==> src/rtl/pc_branch_unit.sv <==
// Program counter with a runtime-writable branch-target table.
// Each cycle the PC increments, holds on stall, or branches through a table entry; a taken branch to self halts it.
module pc_branch_unit #(
  parameter int D = 12,
  parameter int N = 8,
  parameter logic [D-1:0] PC_RST = '0,
  localparam int A = $clog2(N)
) (
  input  logic         Clk,
  input  logic         Reset,
  input  logic         stall,
  input  logic         branch_en,
  input  logic         taken,
  input  logic [A-1:0] lut_sel,
  input  logic         wr_en,
  input  logic [A-1:0] wr_addr,
  input  logic [D-1:0] wr_data,
  input  logic         wr_abs,
  output logic [D-1:0] pc,
  output logic [D-1:0] target,
  output logic         halted
);

  typedef enum logic {RUN, HALT} state_t;

  localparam logic [A:0]   NUM = (A+1)'(N);
  localparam logic [D-1:0] ONE = D'(1);

  state_t       state_q, state_d;
  logic [D-1:0] pc_q, pc_d;
  logic [D-1:0] val_q [N];
  logic [D-1:0] val_d [N];
  logic [N-1:0] abs_q, abs_d;

  logic         sel_ok;
  logic         wr_ok;
  logic         bypass;
  logic [D-1:0] sel_val;
  logic         sel_abs;

  // A write to the entry being looked up in the same cycle is forwarded, so the branch never sees a stale entry.
  always_comb begin
    sel_ok  = ({1'b0, lut_sel} < NUM);
    wr_ok   = ({1'b0, wr_addr} < NUM);
    bypass  = wr_en && wr_ok && sel_ok && (wr_addr == lut_sel);
    sel_val = ONE;
    sel_abs = 1'b0;
    if (bypass) begin
      sel_val = wr_data;
      sel_abs = wr_abs;
    end else if (sel_ok) begin
      sel_val = val_q[lut_sel];
      sel_abs = abs_q[lut_sel];
    end
    target = sel_abs ? sel_val : pc_q + sel_val;
  end

  always_comb begin
    val_d   = val_q;
    abs_d   = abs_q;
    pc_d    = pc_q;
    state_d = state_q;
    if (wr_en && wr_ok) begin
      val_d[wr_addr] = wr_data;
      abs_d[wr_addr] = wr_abs;
    end
    if (state_q == RUN && !stall) begin
      if (branch_en && taken) begin
        pc_d = target;
        if (target == pc_q) begin
          state_d = HALT;
        end
      end else begin
        pc_d = pc_q + ONE;
      end
    end
  end

  always_ff @(posedge Clk) begin
    if (Reset) begin
      pc_q    <= PC_RST;
      state_q <= RUN;
      abs_q   <= '0;
      for (int i = 0; i < N; i++) begin
        val_q[i] <= ONE;
      end
    end else begin
      pc_q    <= pc_d;
      state_q <= state_d;
      abs_q   <= abs_d;
      val_q   <= val_d;
    end
  end

  assign pc     = pc_q;
  assign halted = (state_q == HALT);

endmodule

==> config.mk <==
export PLATFORM = sky130hd
export DESIGN_NAME = pc_branch_unit
export DESIGN_NICKNAME = d
export VERILOG_FILES = /design/src/rtl/pc_branch_unit.sv
export SDC_FILE = /design/constraint.sdc
export NUM_CORES = 1
export LEC_CHECK = 0
export ABC_AREA = 1
export BUFFER_PORTS_ARGS = -buffer_cell sky130_fd_sc_hd__buf_2
export CAP_MARGIN = 20
export CORE_MARGIN = 2
export CORE_UTILIZATION = 45
export CTS_BUF_LIST = sky130_fd_sc_hd__clkbuf_16
export CTS_CLUSTER_SIZE = 25
export DETAILED_ROUTE_END_ITERATION = 12
export GPL_TIMING_DRIVEN = 1
export PLACE_DENSITY = 0.74
export SLEW_MARGIN = 20
export SYNTH_ARGS = -nofsm -noshare
export SYNTH_HDL_FRONTEND = slang
export SYNTH_SLANG_ARGS = --single-unit
==> constraint.sdc <==
create_clock -name Clk -period 4.33 [get_ports Clk]
set_clock_uncertainty 0.15 [all_clocks]
set_input_delay 0.866 -clock Clk [delete_from_list [all_inputs] [get_ports Clk]]
set_output_delay 0.866 -clock Clk [all_outputs]
set_load 0.1 [all_outputs]
==> qor.txt, run 1 <==
LOGIC SYNTHESIS
--------------------------------------------------------------------------------------
Part of the Yosys area used for sequential elements .....................        0.360
Post-synthesis simple-gate area fraction ................................        0.363
Synthesized cell area ...................................................     6500 µm²
Xor/xnor share of the synthesized area ..................................      0.00943
Multiplexer fraction of the synthesized cell area .......................            0
Adder-cell share of the synthesized area ................................       0.0281
Count of cell types in the netlist ......................................           35
Post-synthesis net count ................................................        1,071
Largest family of logic cells by synthesized area ....................... simple AND/OR/NAND/NOR gates
Total of warnings raised by yosys .......................................            0
Complex-gate fraction of the synthesized area ...........................        0.144
Number of storage elements in the synthesis netlist .....................          117
Number of cells produced by synthesis ...................................        1,032
Average cell area after synthesis .......................................     6.30 µm²

GLOBAL ROUTING
--------------------------------------------------------------------------------------
Maximum number of pins on one net before global-route repair ............           79
Number of global-route vias before repair ...............................        6,218
First-pass GRT wire length ..............................................    30,400 µm
Aggregate global routing overflow .......................................            0
Number of antenna violations at the first check in global routing .......            0
Global Route Usage Sum ..................................................        0.255

ROUTING
--------------------------------------------------------------------------------------
DR DRC count ............................................................            0
Routed wire length ......................................................    20,500 µm
WL met1 .................................................................      8530 µm
Detailed-routed wire length on met2 .....................................      9560 µm
Antenna Violating Nets Remaining ........................................            0
Number of vias per cell after detailed routing ..........................         5.49
Via total after detailed routing ........................................        7,148
Uppermost metal layer occupied by signal nets ...........................         met4
DRC violation total after the first TritonRoute iteration ...............          739
Average wire per standard cell ..........................................      15.7 µm
Met3 Routed Length ......................................................      1740 µm
Drt first pass iters ....................................................            6

CTS
--------------------------------------------------------------------------------------
Clock tree from TritonCTS ...............................................         done
Maximum count of clock buffers along a single path ......................            2
Source-to-sink clock delay at the later pin of the worst-skew pair ......      0.42 ns
Maximum level of the CTS H-tree .........................................            4
Num CTS Buffers .........................................................           17
CTS sink count ..........................................................          117
Clock Root Buffer ....................................................... sky130_fd_sc_hd__clkbuf_16
Number of buffers inserted by hold repair at cts ........................            0
CTS clock-pin slew for the worst setup and hold paths ...................      0.06 ns

STA
--------------------------------------------------------------------------------------
Fin. Hold Viols .........................................................            0
Hold slack ..............................................................     0.303 ns
Number of pins exceeding their max-slew limit in the final report .......            0
Final critical-path share of the clock period ...........................        0.983
Clock period minus final worst setup slack ..............................      4.26 ns
Highest clock frequency the design can meet .............................      235 MHz
Total negative slack ....................................................         0 ns
Slew at the pin closest to its max-slew limit ...........................     0.967 ns
Final setup viols .......................................................            0
Worst slew margin relative to its limit .................................        0.355

DIE
--------------------------------------------------------------------------------------
Die area ................................................................   15,400 µm²
Die Width ...............................................................       124 µm
Area of the core ........................................................   14,000 µm²
Chip height .............................................................       124 µm
Number of placement rows ................................................           43
Top Ports ...............................................................           50
Initial cell density of the core ........................................        0.465

CRITICAL PATH
--------------------------------------------------------------------------------------
Crit path DAT ...........................................................      3.24 ns
Largest fanout of any net on the critical path ..........................            8
Worst path required time ................................................      3.31 ns
Crit-path cells ......................................................... buf_4, inv_2, nand2_1, nand2_1, nor2_2, nand2_4, buf_12, buf_4, nand3_1, nand2_2, inv_1, ha_4, inv_1, o21bai_1, nor2_1, nand2_1, nand2_1, nand2_1, nand2_2, nand2_2, clkinvlp_4, buf_12
Count of cells along the worst register-to-register path ................           21
Capturing element type of the critical path ............................. primary output
Worst reg2reg endpoint .................................................. halted$_SDFFE_PP0P_
Cell family with most CP delay .......................................... simple AND/OR/NAND/NOR gates
Worst setup path category ............................................... primary input to primary output
Crit path to ............................................................    target[8]
Total buffers and inverters traversed by the critical path ..............            8
Total number of cells along the worst setup path ........................           22
Worst reg2reg startpoint ................................................ val_q[72]$_SDFFE_PP1P_
CP max-delay cell ....................................................... sky130_fd_sc_hd__ha_4
Stage delay of the slowest cell on the critical path ....................      0.28 ns
Category of the worst setup path launch point ........................... primary input
Setup slack, reg-to-reg .................................................      1.47 ns
Worst path most repeated cell ........................................... sky130_fd_sc_hd__nand2_1
Worst setup path start ..................................................   lut_sel[1]

HOLD PATH
--------------------------------------------------------------------------------------
Cells on Worst Hold Path ................................................            2
Worst min path class .................................................... flop to flop
Startpoint of the lowest-slack hold path ................................ val_q[35]$_SDFFE_PP0P_

FINAL LAYOUT
--------------------------------------------------------------------------------------
Number of fill cells in the layout ......................................        1,280
Area overhead of the layout relative to synthesis .......................        27.9%
Number of nets in the layout ............................................        1,147
Share of post-route cells with drive strength above 1 ...................        0.185
N_diodes ................................................................            0

RUN
--------------------------------------------------------------------------------------
Maximum capacitance violations ..........................................            0

PLACED DESIGN
--------------------------------------------------------------------------------------
PortBufs ................................................................           49
Detailed placement HPWL .................................................    12,700 µm
Weighted congestion reported at the end of routability-driven placement .        0.907

PWR
--------------------------------------------------------------------------------------
Ratio of total power to cell area .......................................   412 nW/µm²
Largest voltage drop on the vdd net .....................................     0.304 mV
Total leakage power .....................................................      3.89 nW

RUN STATUS
--------------------------------------------------------------------------------------
Outcome ................................................................. complete, no violations

[stage by stage]
step                power, W  area, µm²  cells  setup slack, ns  utilization
floorplan            0.00174       6510   1032         -0.00364            -
global placement     0.00202       7370   1258           0.0217        0.527
detailed placement   0.00203       7370   1258          0.00481        0.527
CTS                  0.00335       7920   1290          0.00376        0.566
global route         0.00354       8310   1301          -0.0685        0.594
finish               0.00343       8310   1301           0.0729        0.594
[cell type report]
type	instances	area, µm²	share of cell area
Sequential cell	117	2340	0.282
Multi-Input combinational cell	759	3770	0.454
Clock buffer	17	425	0.0512
Timing Repair Buffer	114	1030	0.124
Tap cell	180	225	0.0271
Inverter	99	390	0.0470
Clock inverter	15	128	0.0153
[how the worst min path moves through the flow]
stage / slack, ns / to
after floorplan: 0.28 / abs_q[1]$_SDFFE_PP0P_
after global placement: 0.29 / abs_q[4]$_SDFFE_PP0P_
after detailed placement: 0.30 / abs_q[7]$_SDFFE_PP0P_
after CTS: 0.30 / abs_q[7]$_SDFFE_PP0P_
after global routing: 0.32 / val_q[35]$_SDFFE_PP0P_
final: 0.30 / val_q[35]$_SDFFE_PP0P_
[worst min-delay path, stage by stage, from the launching register on]
cell and delay (ns):
sky130_fd_sc_hd__dfxtp_1 0.30, sky130_fd_sc_hd__inv_1 0.06, sky130_fd_sc_hd__a21oi_1 0.05
[metal layers]
metal  vias to the layer above  GRT usage
met2                       325      0.412
li1                       3484          -
met1                      3272      0.333
met3                        67     0.0531
met4                         0      0.103
met5                         -          0
[cell usage after synthesis]
library cell | n | area [µm²]
sky130_fd_sc_hd__a211oi_1 | 5 | 37.5
sky130_fd_sc_hd__a21oi_1 | 58 | 290
sky130_fd_sc_hd__a31oi_1 | 1 | 6.26
sky130_fd_sc_hd__and2_1 | 1 | 6.26
sky130_fd_sc_hd__buf_1 | 8 | 30.0
sky130_fd_sc_hd__buf_2 | 14 | 70.1
sky130_fd_sc_hd__buf_4 | 1 | 7.51
sky130_fd_sc_hd__buf_6 | 2 | 22.5
sky130_fd_sc_hd__clkbuf_1 | 32 | 120
sky130_fd_sc_hd__clkinv_1 | 6 | 22.5
sky130_fd_sc_hd__clkinv_2 | 1 | 5.00
sky130_fd_sc_hd__dfxtp_1 | 117 | 2340
sky130_fd_sc_hd__fa_1 | 1 | 20.0
sky130_fd_sc_hd__ha_1 | 13 | 163
sky130_fd_sc_hd__inv_1 | 88 | 330
sky130_fd_sc_hd__inv_2 | 4 | 15.0
sky130_fd_sc_hd__nand2_1 | 250 | 938
sky130_fd_sc_hd__nand2_2 | 1 | 6.26
sky130_fd_sc_hd__nand2_4 | 2 | 22.5
sky130_fd_sc_hd__nand3_1 | 123 | 616
sky130_fd_sc_hd__nand3_4 | 1 | 17.5
sky130_fd_sc_hd__nand3b_1 | 4 | 30.0
sky130_fd_sc_hd__nand4_1 | 9 | 56.3
sky130_fd_sc_hd__nor2_1 | 156 | 586
sky130_fd_sc_hd__nor2_2 | 1 | 6.26
sky130_fd_sc_hd__nor3_1 | 2 | 10.0
sky130_fd_sc_hd__nor4_1 | 1 | 6.26
sky130_fd_sc_hd__nor4_2 | 1 | 12.5
sky130_fd_sc_hd__o211ai_1 | 8 | 60.1
sky130_fd_sc_hd__o21ai_0 | 105 | 526
sky130_fd_sc_hd__o21bai_1 | 2 | 15.0
sky130_fd_sc_hd__or2_0 | 6 | 37.5
sky130_fd_sc_hd__or2_1 | 1 | 6.26
sky130_fd_sc_hd__xnor2_1 | 2 | 17.5
sky130_fd_sc_hd__xor2_1 | 5 | 43.8
[report_power, final]
part / internal (W) / switching (W) / leakage, nW
logic: 0.000324 / 0.000618 / 2.67
registers: 0.00112 / 0.0000295 / 0.952
clock network: 0.000788 / 0.000549 / 0.265
[kinds of logic (layout without fill, tap and decap cells)]
group	after synthesis	in the layout
AO/OA/AOI/OAI	179	179
XOR/XNOR	7	7
buffers and inverters	156	245
adder cells (fa/ha/maj)	14	14
AND/OR/NAND/NOR	559	559
flip-flops	117	117
[registers in the layout, summed over array words and instances, names as in the netlist]
| register | count |
|---|---|
| abs_q | 8 |
| val_q | 96 |
| halted | 1 |
| pc | 12 |
[what timing repair did]
action,CTS,global route
gates cloned,0,3
buffers inserted,0,8
pin swaps,0,20
endpoints found under the hold margin,0,0
gates resized for setup,1,62
endpoints found under the setup margin,1,9
[cells in the final DEF, fill, tap and decap left out, types with 21 or more instances in the layout]
cell type / n
sky130_fd_sc_hd__nand3_1: 116
sky130_fd_sc_hd__nand2_1: 228
sky130_fd_sc_hd__a21oi_1: 55
sky130_fd_sc_hd__dfxtp_1: 117
sky130_fd_sc_hd__buf_2: 36
sky130_fd_sc_hd__nand2_2: 21
sky130_fd_sc_hd__buf_4: 57
sky130_fd_sc_hd__o21ai_0: 104
sky130_fd_sc_hd__inv_1: 84
sky130_fd_sc_hd__nor2_1: 151
Power figures use the tool's default switching activity.
==> run 2, diff against run 1 <==
--- a/config.mk
+++ b/config.mk
@@ -15,6 +15,7 @@
 export DETAILED_ROUTE_END_ITERATION = 12
 export GPL_TIMING_DRIVEN = 1
 export PLACE_DENSITY = 0.74
+export REMOVE_ABC_BUFFERS = 1
 export SLEW_MARGIN = 20
 export SYNTH_ARGS = -nofsm -noshare
 export SYNTH_HDL_FRONTEND = slang
==> qor.txt, run 2 (synthesis results as in run 1) <==
PLACED DESIGN
--------------------------------------------------------------------------------------
PortBufs ................................................................           49   unchanged
Detailed placement HPWL .................................................    13,100 µm   was 12,700 µm
Instance area after placement ...........................................     7410 µm²   was 7370 µm²
Weighted congestion reported at the end of routability-driven placement .        0.888   was 0.907
Post-Place Worst Slack ..................................................    -0.104 ns   was 0.00481 ns

CTS
--------------------------------------------------------------------------------------
Source-to-sink clock delay at the later pin of the worst-skew pair ......      0.43 ns   was 0.42 ns
Maximum count of clock buffers along a single path ......................            2   unchanged
Maximum level of the CTS H-tree .........................................            4   unchanged
Number of buffers inserted by hold repair at cts ........................            0   unchanged
Num CTS Buffers .........................................................           17   unchanged
CTS clock-pin slew for the worst setup and hold paths ...................      0.06 ns   about the same
CTS sink count ..........................................................          117   unchanged
Clock tree from TritonCTS ...............................................         done   unchanged
Clock Root Buffer ....................................................... sky130_fd_sc_hd__clkbuf_16   unchanged

ROUTING
--------------------------------------------------------------------------------------
DRC violation total after the first TritonRoute iteration ...............          581   was 739
Via total after detailed routing ........................................        6,960   was 7,148
Antenna Violating Nets Remaining ........................................            0   unchanged
Average wire per standard cell ..........................................      14.8 µm   was 15.7 µm
Drt first pass iters ....................................................            5   was 6
Routed wire length ......................................................    19,300 µm   was 20,500 µm
DR DRC count ............................................................            0   unchanged
Number of vias per cell after detailed routing ..........................         5.33   was 5.49

RUN
--------------------------------------------------------------------------------------
Maximum capacitance violations ..........................................            0   unchanged

STA
--------------------------------------------------------------------------------------
Slew at the pin closest to its max-slew limit ...........................     0.910 ns   was 0.967 ns
Highest clock frequency the design can meet .............................      238 MHz   was 235 MHz
Worst Slack Setup Final .................................................     0.132 ns   was 0.0729 ns
Total negative slack ....................................................         0 ns   unchanged
Fin. Hold Viols .........................................................            0   unchanged
Clock period minus final worst setup slack ..............................      4.20 ns   was 4.26 ns
Final setup viols .......................................................            0   unchanged
Number of pins exceeding their max-slew limit in the final report .......            0   unchanged
Final critical-path share of the clock period ...........................        0.970   was 0.983
Worst slew margin relative to its limit .................................        0.393   was 0.355

FINAL LAYOUT
--------------------------------------------------------------------------------------
Number of fill cells in the layout ......................................        1,304   was 1,280
Biggest register ........................................................        val_q   unchanged
N_diodes ................................................................            0   unchanged
Number of nets in the layout ............................................        1,153   was 1,147
Share of post-route cells with drive strength above 1 ...................        0.193   was 0.185
Leading cell types in the layout, fill and taps excluded ................ sky130_fd_sc_hd__nand2_1, sky130_fd_sc_hd__nor2_1, sky130_fd_sc_hd__dfxtp_1   unchanged
Most frequent standard cell in the layout excluding fill and tap cells .. sky130_fd_sc_hd__nand2_1   unchanged
Cell area after layout ..................................................     8340 µm²   was 8310 µm²
Max reg flops ...........................................................           96   unchanged
Register area ...........................................................     2340 µm²   unchanged
Multi-input logic area ..................................................     3810 µm²   was 3770 µm²
Area overhead of the layout relative to synthesis .......................        28.3%   was 27.9%

PWR
--------------------------------------------------------------------------------------
Largest voltage drop on the vdd net .....................................     0.313 mV   was 0.304 mV
Power after layout ......................................................    0.00338 W   was 0.00343 W
Ratio of total power to cell area .......................................   406 nW/µm²   was 412 nW/µm²
Total leakage power .....................................................      3.91 nW   was 3.89 nW

GLOBAL ROUTING
--------------------------------------------------------------------------------------
Global routing met1 resource utilization ................................        0.343   was 0.333
Met3 Resource Use GR ....................................................       0.0682   was 0.0531
Met2 track demand over resource in global routing .......................        0.414   was 0.412
Most used routing layer in global routing ...............................         met2   unchanged
First-pass GRT wire length ..............................................    31,500 µm   was 30,400 µm
Aggregate global routing overflow .......................................            0   unchanged
Global Route Usage Sum ..................................................        0.262   was 0.255
Number of antenna violations at the first check in global routing .......            0   unchanged
Maximum number of pins on one net before global-route repair ............          105   was 79
Number of global-route vias before repair ...............................        6,477   was 6,218

CRITICAL PATH
--------------------------------------------------------------------------------------
Capturing element type of the critical path ............................. primary output   unchanged
Category of the worst setup path launch point ........................... primary input   unchanged
Crit-path cells ......................................................... buf_2, inv_1, nand2_1, nand2_1, nor2_2, nand2_4, buf_6, or2_1, nand2_2, inv_2, ha_4, nand2_4, inv_2, nand2_2, nand2_2, nand2_2, nand3_2, nand2_2, nand4_1, nand2_2, buf_12   was buf_4, inv_2, nand2_1, nand2_1, nor2_2, nand2_4, buf_12, buf_4, nand3_1, nand2_2, inv_1, ha_4, inv_1, o21bai_1, nor2_1, nand2_1, nand2_1, nand2_1, nand2_2, nand2_2, clkinvlp_4, buf_12
Stage delay of the slowest cell on the critical path ....................      0.26 ns   was 0.28 ns
Worst path most repeated cell ........................................... sky130_fd_sc_hd__nand2_2   was sky130_fd_sc_hd__nand2_1
Worst setup path category ............................................... primary input to primary output   unchanged
Worst path required time ................................................      3.31 ns   about the same
Largest fanout of any net on the critical path ..........................            8   unchanged
Crit path DAT ...........................................................      3.18 ns   was 3.24 ns
CP max-delay cell ....................................................... sky130_fd_sc_hd__ha_4   unchanged

DIE
--------------------------------------------------------------------------------------
Die Width ...............................................................       124 µm   unchanged
Chip height .............................................................       124 µm   unchanged
Number of placement rows ................................................           43   unchanged
Die area ................................................................   15,400 µm²   unchanged
Top Ports ...............................................................           50   unchanged
Area of the core ........................................................   14,000 µm²   unchanged
Initial cell density of the core ........................................        0.465   unchanged

RUN STATUS
--------------------------------------------------------------------------------------
Outcome ................................................................. complete, no violations   unchanged

HOLD PATH
--------------------------------------------------------------------------------------
Worst min path class .................................................... flop to flop   unchanged

## run 2: final cells by class
cell class              count  area share
flip-flops and latches    117       0.281
well taps                 180      0.0270
inverters                  99      0.0459
clock buffers              17      0.0510
multi-input cells         759       0.457
clock inverters            14      0.0135
repair buffers            120       0.125
## run 2: repair_timing
action / in CTS / in global routing
pin swaps: 0 / 24
endpoints found under the setup margin: 4 / 10
buffers inserted: 0 / 7
endpoints found under the hold margin: 0 / 0
gates resized for setup: 7 / 75
gates cloned: 0 / 1
## run 2: worst paths after layout
kind / from / to / slack, ns / cells past startpoint
worst min register to register: val_q[35]$_SDFFE_PP0P_ / val_q[35]$_SDFFE_PP0P_ / 0.30 / 2
worst min-delay path: val_q[35]$_SDFFE_PP0P_ / val_q[35]$_SDFFE_PP0P_ / 0.30 / 2
worst max register to register: val_q[48]$_SDFFE_PP1P_ / halted$_SDFFE_PP0P_ / 1.40 / 21
worst max-delay path: wr_addr[1] / target[11] / 0.13 / 21
## run 2: critical path, delay by kind of cell
| family | cells | cell delay (ns) |
|---|---|---|
| adder cells (fa/ha/maj) | 1 | 0.26 |
| buffers and inverters | 6 | 0.58 |
| AND/OR/NAND/NOR | 14 | 1.46 |
## run 2: power by group
| part | internal [W] | leakage, nW | switching (W) | total, W |
|---|---|---|---|---|
| Sequential | 0.00112 | 0.952 | 0.0000305 | 0.00115 |
| Clock | 0.000776 | 0.259 | 0.000518 | 0.00129 |
| Combinational | 0.000329 | 2.70 | 0.000611 | 0.000940 |
## run 2: through the flow
stage,std cells,hold slack (ns),util
final,1306,0.304,0.596
after global routing,1306,0.316,0.596
after CTS,1298,0.306,0.571
after detailed placement,1267,0.298,0.530
after global placement,1267,0.291,0.530
after floorplan,975,0.281,-
## run 2: routing by layer
metal,share of wire,wire (µm)
met1,0.45,8590
met2,0.47,9030
met3,0.069,1320
met4,0.019,359
met5,0,0
